File: src/rtl/pid_output_stage.sv
// PID output stage: sums P/I/D contributions, saturates the result to a 6-bit
// signed control value, offsets it into a 0..63 duty and applies that duty to
// a 64-cycle PWM only at a period boundary so the output never glitches
// mid-period.
module pid_output_stage #(
  parameter int OFFSET = 32
) (
  input  logic       clk,
  input  logic       rst_n,
  input  logic       ena,
  input  logic       sample,
  input  logic [5:0] p_contrib,
  input  logic [5:0] i_contrib,
  input  logic [5:0] d_contrib,
  output logic       busy,
  output logic [5:0] u,
  output logic       sat,
  output logic [5:0] duty,
  output logic       pwm_out
);

  typedef enum logic [1:0] {
    IDLE      = 2'd0,
    ADD       = 2'd1,
    CLAMP     = 2'd2,
    WAIT_WRAP = 2'd3
  } state_t;

  localparam logic [5:0] OFFSET6 = 6'(OFFSET);

  state_t             state_reg;
  state_t             state_next;
  logic [5:0]         cnt_reg;
  logic [5:0]         p_reg;
  logic [5:0]         i_reg;
  logic [5:0]         d_reg;
  logic signed [7:0]  acc_reg;
  logic [5:0]         u_reg;
  logic               sat_reg;
  logic [5:0]         duty_reg;
  logic [5:0]         pending_reg;

  logic signed [7:0]  sum_next;
  logic [5:0]         u_next;
  logic               sat_next;
  logic               wrap_edge;

  // The PWM period ends on the enabled edge that takes cnt from 63 to 0.
  assign wrap_edge = ena && (cnt_reg == 6'd63);

  // Saturating final sum; 8 bits holds any p+i+d without overflow.
  always_comb begin
    sum_next = acc_reg + $signed({{2{d_reg[5]}}, d_reg});
    u_next   = sum_next[5:0];
    sat_next = 1'b0;
    if (sum_next > 8'sd31) begin
      u_next   = 6'd31;
      sat_next = 1'b1;
    end else if (sum_next < -8'sd32) begin
      u_next   = 6'b100000;
      sat_next = 1'b1;
    end
  end

  // State register: only advances on enabled edges, reset wins over everything.
  always_ff @(posedge clk) begin
    if (!rst_n) begin
      state_reg <= IDLE;
    end else if (ena) begin
      state_reg <= state_next;
    end
  end

  // Next-state logic for the capture / add / clamp / wait-for-wrap sequence.
  always_comb begin
    state_next = state_reg;
    case (state_reg)
      IDLE:      if (sample) state_next = ADD;
      ADD:       state_next = CLAMP;
      CLAMP:     state_next = WAIT_WRAP;
      WAIT_WRAP: if (cnt_reg == 6'd63) state_next = IDLE;
      default:   state_next = IDLE;
    endcase
  end

  // Datapath and PWM counter; all of it freezes while ena is low.
  always_ff @(posedge clk) begin
    if (!rst_n) begin
      cnt_reg     <= 6'd0;
      p_reg       <= 6'd0;
      i_reg       <= 6'd0;
      d_reg       <= 6'd0;
      acc_reg     <= 8'sd0;
      u_reg       <= 6'd0;
      sat_reg     <= 1'b0;
      duty_reg    <= 6'd0;
      pending_reg <= 6'd0;
    end else if (ena) begin
      cnt_reg <= cnt_reg + 6'd1;
      case (state_reg)
        IDLE: begin
          if (sample) begin
            p_reg <= p_contrib;
            i_reg <= i_contrib;
            d_reg <= d_contrib;
          end
        end
        ADD: begin
          acc_reg <= $signed({{2{p_reg[5]}}, p_reg}) + $signed({{2{i_reg[5]}}, i_reg});
        end
        CLAMP: begin
          u_reg       <= u_next;
          sat_reg     <= sat_next;
          pending_reg <= u_next + OFFSET6;
        end
        WAIT_WRAP: begin
          if (wrap_edge) duty_reg <= pending_reg;
        end
        default: ;
      endcase
    end
  end

  // Outputs: busy covers the whole capture-to-apply window, PWM gated by ena.
  always_comb begin
    busy    = (state_reg != IDLE);
    u       = u_reg;
    sat     = sat_reg;
    duty    = duty_reg;
    pwm_out = ena && (cnt_reg < duty_reg);
  end

endmodule

File: config.mk
export PLATFORM = sky130hd
export DESIGN_NAME = pid_output_stage
export DESIGN_NICKNAME = d
export VERILOG_FILES = /design/src/rtl/pid_output_stage.sv
export SDC_FILE = /design/constraint.sdc
export NUM_CORES = 1
export LEC_CHECK = 0
export CORE_UTILIZATION = 49
export DETAILED_ROUTE_END_ITERATION = 8
export GPL_TIMING_DRIVEN = 0
export PLACE_DENSITY = 0.76
export SYNTH_ARGS = -nofsm -noshare
export SYNTH_HDL_FRONTEND = slang
export SYNTH_SLANG_ARGS = --single-unit
File: constraint.sdc
create_clock -name clk -period 2.11 [get_ports clk]
set_input_delay 0.422 -clock clk [delete_from_list [all_inputs] [get_ports clk]]
set_output_delay 0.422 -clock clk [all_outputs]
set_load 0.01 [all_outputs]
---- Word-level counts from Yosys, hierarchy flattened ----
Cells that the tools add are included.
Widths: inputs -> output; s select.
storage, ports and cells
  register bits ........................... 53
  input port bits ......................... 22
operators by class
  add/subtract/negate cells ............... 4
  magnitude comparators ................... 3
  eq/ne operators ......................... 6
  multiplexer cells ....................... 7
  reductions and logical operators ........ 9
operator list
  cell                 count
  $mux 6               2
  $reduce_and 3->1     3
  $add 8x6->8          1
  $gt 8x6->1 const B   1
  $lt 8x6->1 const B   1
  $pmux 2 s4           1
  $add 6x6->7          1
  $add 6x1->6 const B  1
  $add 6x6->6 const B  1
  $eq 6x6->1 const B   1
  $lt 6x6->1           1
  $eq 2x2->1 const B   2
  $mux 2               2
  $ne 2x2->1 const B   2
  $reduce_and 2->1     2
  $eq 2x1->1 const B   1
  $logic_and 1x1->1    2
  $logic_not 2->1      1
  $mux 1               2
  $reduce_bool 2->1    1

---- Logic depth before layout (Yosys ltp) ----
  word-level depth ........................ 5
  mapped depth ............................ 8

---- Worst setup path before layout ----
Ideal clock, no wire load.
  path type ............................... reg-to-reg
  from .................................... register d_reg[0]
  to ...................................... register u_reg[2] (netlist: u[2])
  arrival time ............................ 1921 ps
  required time ........................... 2031 ps
  slack ................................... 110 ps
  cell stages (with the launch flop) ...... 9
  buffers on the path ..................... 0
  clock period less this slack ............ 2000 ps
  path through ............................ dfxtp_1 > ha_1 > inv_1 > fa_1 > and2b_1 > o2111ai_1 > a221oi_1 > nand3_1 > o211ai_1
on the way
  longest elaborated chain between the ends .. 4
  elaborated cells on any way between the ends .. 5
  classes of those cells .................. add/sub (1); order compare (2); mux (2)
RTL lines
  what                      RTL line  text
  start: declaration        36        logic [5:0] d_reg;
  start signal: assignment  105       d_reg <= d_contrib;
  $add 8x6->8 *             53        sum_next = acc_reg + $signed({{2{d_reg[5]}}, d_reg});
  $lt 8x6->1                59        end else if (sum_next < -8'sd32) begin
  $mux 6                    59
  $mux 6 *                  56        if (sum_next > 8'sd31) begin
  end signal: assignment    112       u_reg <= u_next;
  end: declaration          38        logic [5:0] u_reg;
Mark *: on every way between the ends. The rest lies on a longest branch, timed or not.
A chain may end at the register's enable or synchronous reset.

---- Worst setup path in the final report ----
  from .................................... register cnt_reg[1]
  to ...................................... output pwm_out
on the way
  longest elaborated chain between the ends .. 2
RTL lines
  what                      RTL line  text
  start: declaration        33        logic [5:0] cnt_reg;
  start signal: assignment  99        cnt_reg <= cnt_reg + 6'd1;
  $lt 6x6->1                130       pwm_out = ena && (cnt_reg < duty_reg);
  $logic_and 1x1->1         130
  end: declaration          19        output logic pwm_out
Every way passes these cells.

==> impl_metrics.yaml <==
routing:
  dr.pass1.iters: 4
  routedWlPerCell_um: 13.0
  drc_errors: 0
  viasPerCell: 5.20
  routed_wirelength_um: 5520
  postRouteAntennaNets: 0
  drtIter0Drc: 101
  num_vias: 2201
critical_path:
  path_delay_family: "compound AO/OA/AOI/OAI gates"
  cp_slowest_stage_delay_ns: 0.37
  worstSetupPathType: "reg -> out"
  path_cells: "ha_4, a21o_1, a21o_1, a211oi_2, o211a_1, buf_6"
  reg2regPathDepth: 8
  crit_path_max_fanout: 3
  critPathCaptureType: "output pin"
  cp-start-kind: "register"
  path_buf_inv: 1
  critical_path_depth: 6
  cp_slowest_cell: "dfxtp_4"
  crit_arrival_ns: 1.68
  required_ns: 1.69
  cpMostUsedCell: "a21o_1"
floorplan:
  rows: 26
  ioPinCount: 37
  die_w_um: 75.8
  start_util: 0.515
  die_h_um: 75.8
  die_area_um2: 5740
  core_area_um2: 5170
clock_network:
  clock-sinks: 47
  path_clk_slew_ns: 0.08
  cts_tree: "yes"
  cts_root_buffer: "clkbuf_8"
  ctsLongestPathBuffers: 2
  clk_latency_ns: 0.30
  numCtsBuffers: 5
  cts_htree_levels: 2
cells_and_area:
  multi_input_area_um2: 1660
  register_area_um2: 951
  drive_gt1_frac: 0.125
  post-route-util: 0.651
  nNetsFinal: 400
  fill_cells: 430
  area_growth_pct: 26.4
  largest_reg_flops: 7
  num_antenna_cells: 0
sta:
  whs_ns: 0.469
  hold_viol_final: 0
  report.final.slew_viol_count: 0
  worst_slew_pin_slew_ns: 0.638
  final-setup-viol-count: 0
  clock.fmax_mhz: 476
  fin_crit_ns: 2.10
  finalCritPeriodShare: 0.996
  clock_skew_ns: 0.00605
  slew_headroom: 0.573
  rsz0062_at_grt: "yes"
place:
  dp_hpwl_um: 4160
  io_buffers: 36
  place_congestion: 0.847
power_and_ir_drop:
  leakagePower_nw: 1.31
  comb_power_share: 0.166
  p_clk_frac: 0.334
  ir_worst_vdd_mv: 0.428
  p_per_area_nw_per_um2: 565
  power_switching_w: 0.000474
  seqPwrFrac: 0.499
  intPower_w: 0.00143
  p_sw_frac: 0.249
yosys:
  synth_xor_xnor_area_share: 0.0263
  synth_nets: 350
  synth-seq-cells: 47
  synthTopCellsByArea: "dfxtp_1, ha_1, nand2_1, a21boi_0, mux2i_1"
  synth_common_cells: "nand2_1, dfxtp_1, a21boi_0, ha_1, inv_1"
  synth_top_family_by_area: "simple AND/OR/NAND/NOR gates"
  synthAdderAreaFrac: 0.123
  synth_edf_count: 0
  synth_cells: 303
  yosysTopAreaCellShare: 0.353
  synth_compound_area_frac: 0.202
  synth.yosys.seq_area_share: 0.353
  syn-cell-area_um2: 2670
  synth_area_per_cell_um2: 8.80
  yosys_warnings: 0
  yosysMostFrequentCell: "nand2_1"
  synth_cell_types: 50
  muxShareOfSynthArea: 0.0338
  ys_async_sr_fraction: 0
  synthFlopType: "dfxtp_1"
  synth_largest_area_cell: "dfxtp_1"
  synth-simple-area-share: 0.207
global_route:
  grt_max_degree: 14
  grt.overflow.total: 0
  grt_pass1_wl_um: 9260
  grt_pass1_vias: 2050
  grt_usage: 0.214
  antenna_found_initial: 0
outcome:
  status: "finished clean"
min_path:
  hp-class: "reg -> reg"
  min_path_cells: 2
job:
  drv_cap: 0
## cell type report
| class | instances | area share |
|---|---|---|
| repair buffers | 43 | 0.124 |
| inverters | 19 | 0.0212 |
| multi-input cells | 222 | 0.494 |
| clock inverters | 1 | 0.00891 |
| flip-flops and latches | 47 | 0.282 |
| plain buffers | 15 | 0.0227 |
| well taps | 70 | 0.0260 |
| clock buffers | 6 | 0.0215 |
## worst register-to-register path: stages (launching register included)
cell,delay (ns)
dfxtp_2,0.36
ha_4,0.14
inv_2,0.04
fa_2,0.35
and2b_2,0.28
o31a_1,0.22
nor3_2,0.07
o311ai_4,0.38
o211ai_1,0.14
## logic make-up after synthesis
kind of cell,Yosys count
xor gates and xnor gates,8
buffers and inverters,34
adders and majority gates,25
and+or+nand+nor,110
AOI/OAI and AO/OA,70
muxes,9
DFF,47
## layout by cell type (no fill, tap or decap), types with 2 or more instances in the layout
cell	n
a21o_1	4
nor2b_1	11
ha_4	2
buf_4	12
nand4b_1	2
a21boi_0	23
dfxtp_1	41
nor2_1	6
or3_1	2
dfxtp_2	5
and2_1	7
a31oi_1	2
inv_2	2
o21a_1	2
mux2i_1	9
nand3_1	13
clkdlybuf4s50_1	34
o211a_1	5
nand2_1	50
nand4_1	4
ha_1	21
nor3_2	2
inv_1	17
o21bai_1	2
xnor2_1	6
clkbuf_8	5
and3_1	3
nand2b_1	3
a21oi_1	5
a211o_1	2
clkbuf_1	9
o21ai_0	9
xor2_1	2
o211ai_1	4
## power groups by stage
stage,registers (W),logic (W),clock network [W]
global placement,0.000968,0.000292,0
finish,0.000951,0.000316,0.000637
global route,0.000957,0.000355,0.000683
floorplan,0.000961,0.000198,0
CTS,0.000950,0.000303,0.000649
detailed placement,0.000970,0.000299,0
## final timing paths
kind	startpoint	end	slack, ns
hold / removal	pending_reg[5]	pending_reg[5]	0.47
hold reg to reg	pending_reg[5]	pending_reg[5]	0.47
setup reg to reg	acc_reg[0]	u[1]	0.008
setup / recovery	cnt_reg[1]	pwm_out	0.008
## metrics by stage
| step | total power [W] | setup TNS, ns | instances | area [µm²] | worst slack [ns] |
|---|---|---|---|---|---|
| floorplan | 0.00116 | 0 | 303 | 2670 | 0.110 |
| global placement | 0.00126 | -1.27 | 409 | 3110 | -0.266 |
| detailed placement | 0.00127 | -1.45 | 409 | 3110 | -0.281 |
| CTS | 0.00190 | 0 | 418 | 3260 | 0.00435 |
| global route | 0.00199 | -0.242 | 423 | 3370 | -0.0773 |
| finish | 0.00190 | 0 | 423 | 3370 | 0.00789 |
## per-layer routing
| layer | global-route usage | wire length, µm | part of all wire | up-vias |
|---|---|---|---|---|
| li1 | - | - | - | 1142 |
| met1 | 0.265 | 2540 | 0.46 | 1017 |
| met2 | 0.375 | 2770 | 0.50 | 35 |
| met3 | 0.0331 | 126 | 0.023 | 7 |
| met4 | 0.0802 | 76 | 0.014 | 0 |
| met5 | 0 | 0 | 0 | - |
## what timing repair did
action                     CTS  global route
pin swaps                    7             9
setup buffers                2             5
hold buffers                 0             0
gates resized for setup     14            16
setup endpoints to repair    7             8
(Power assumes the default switching activity.)
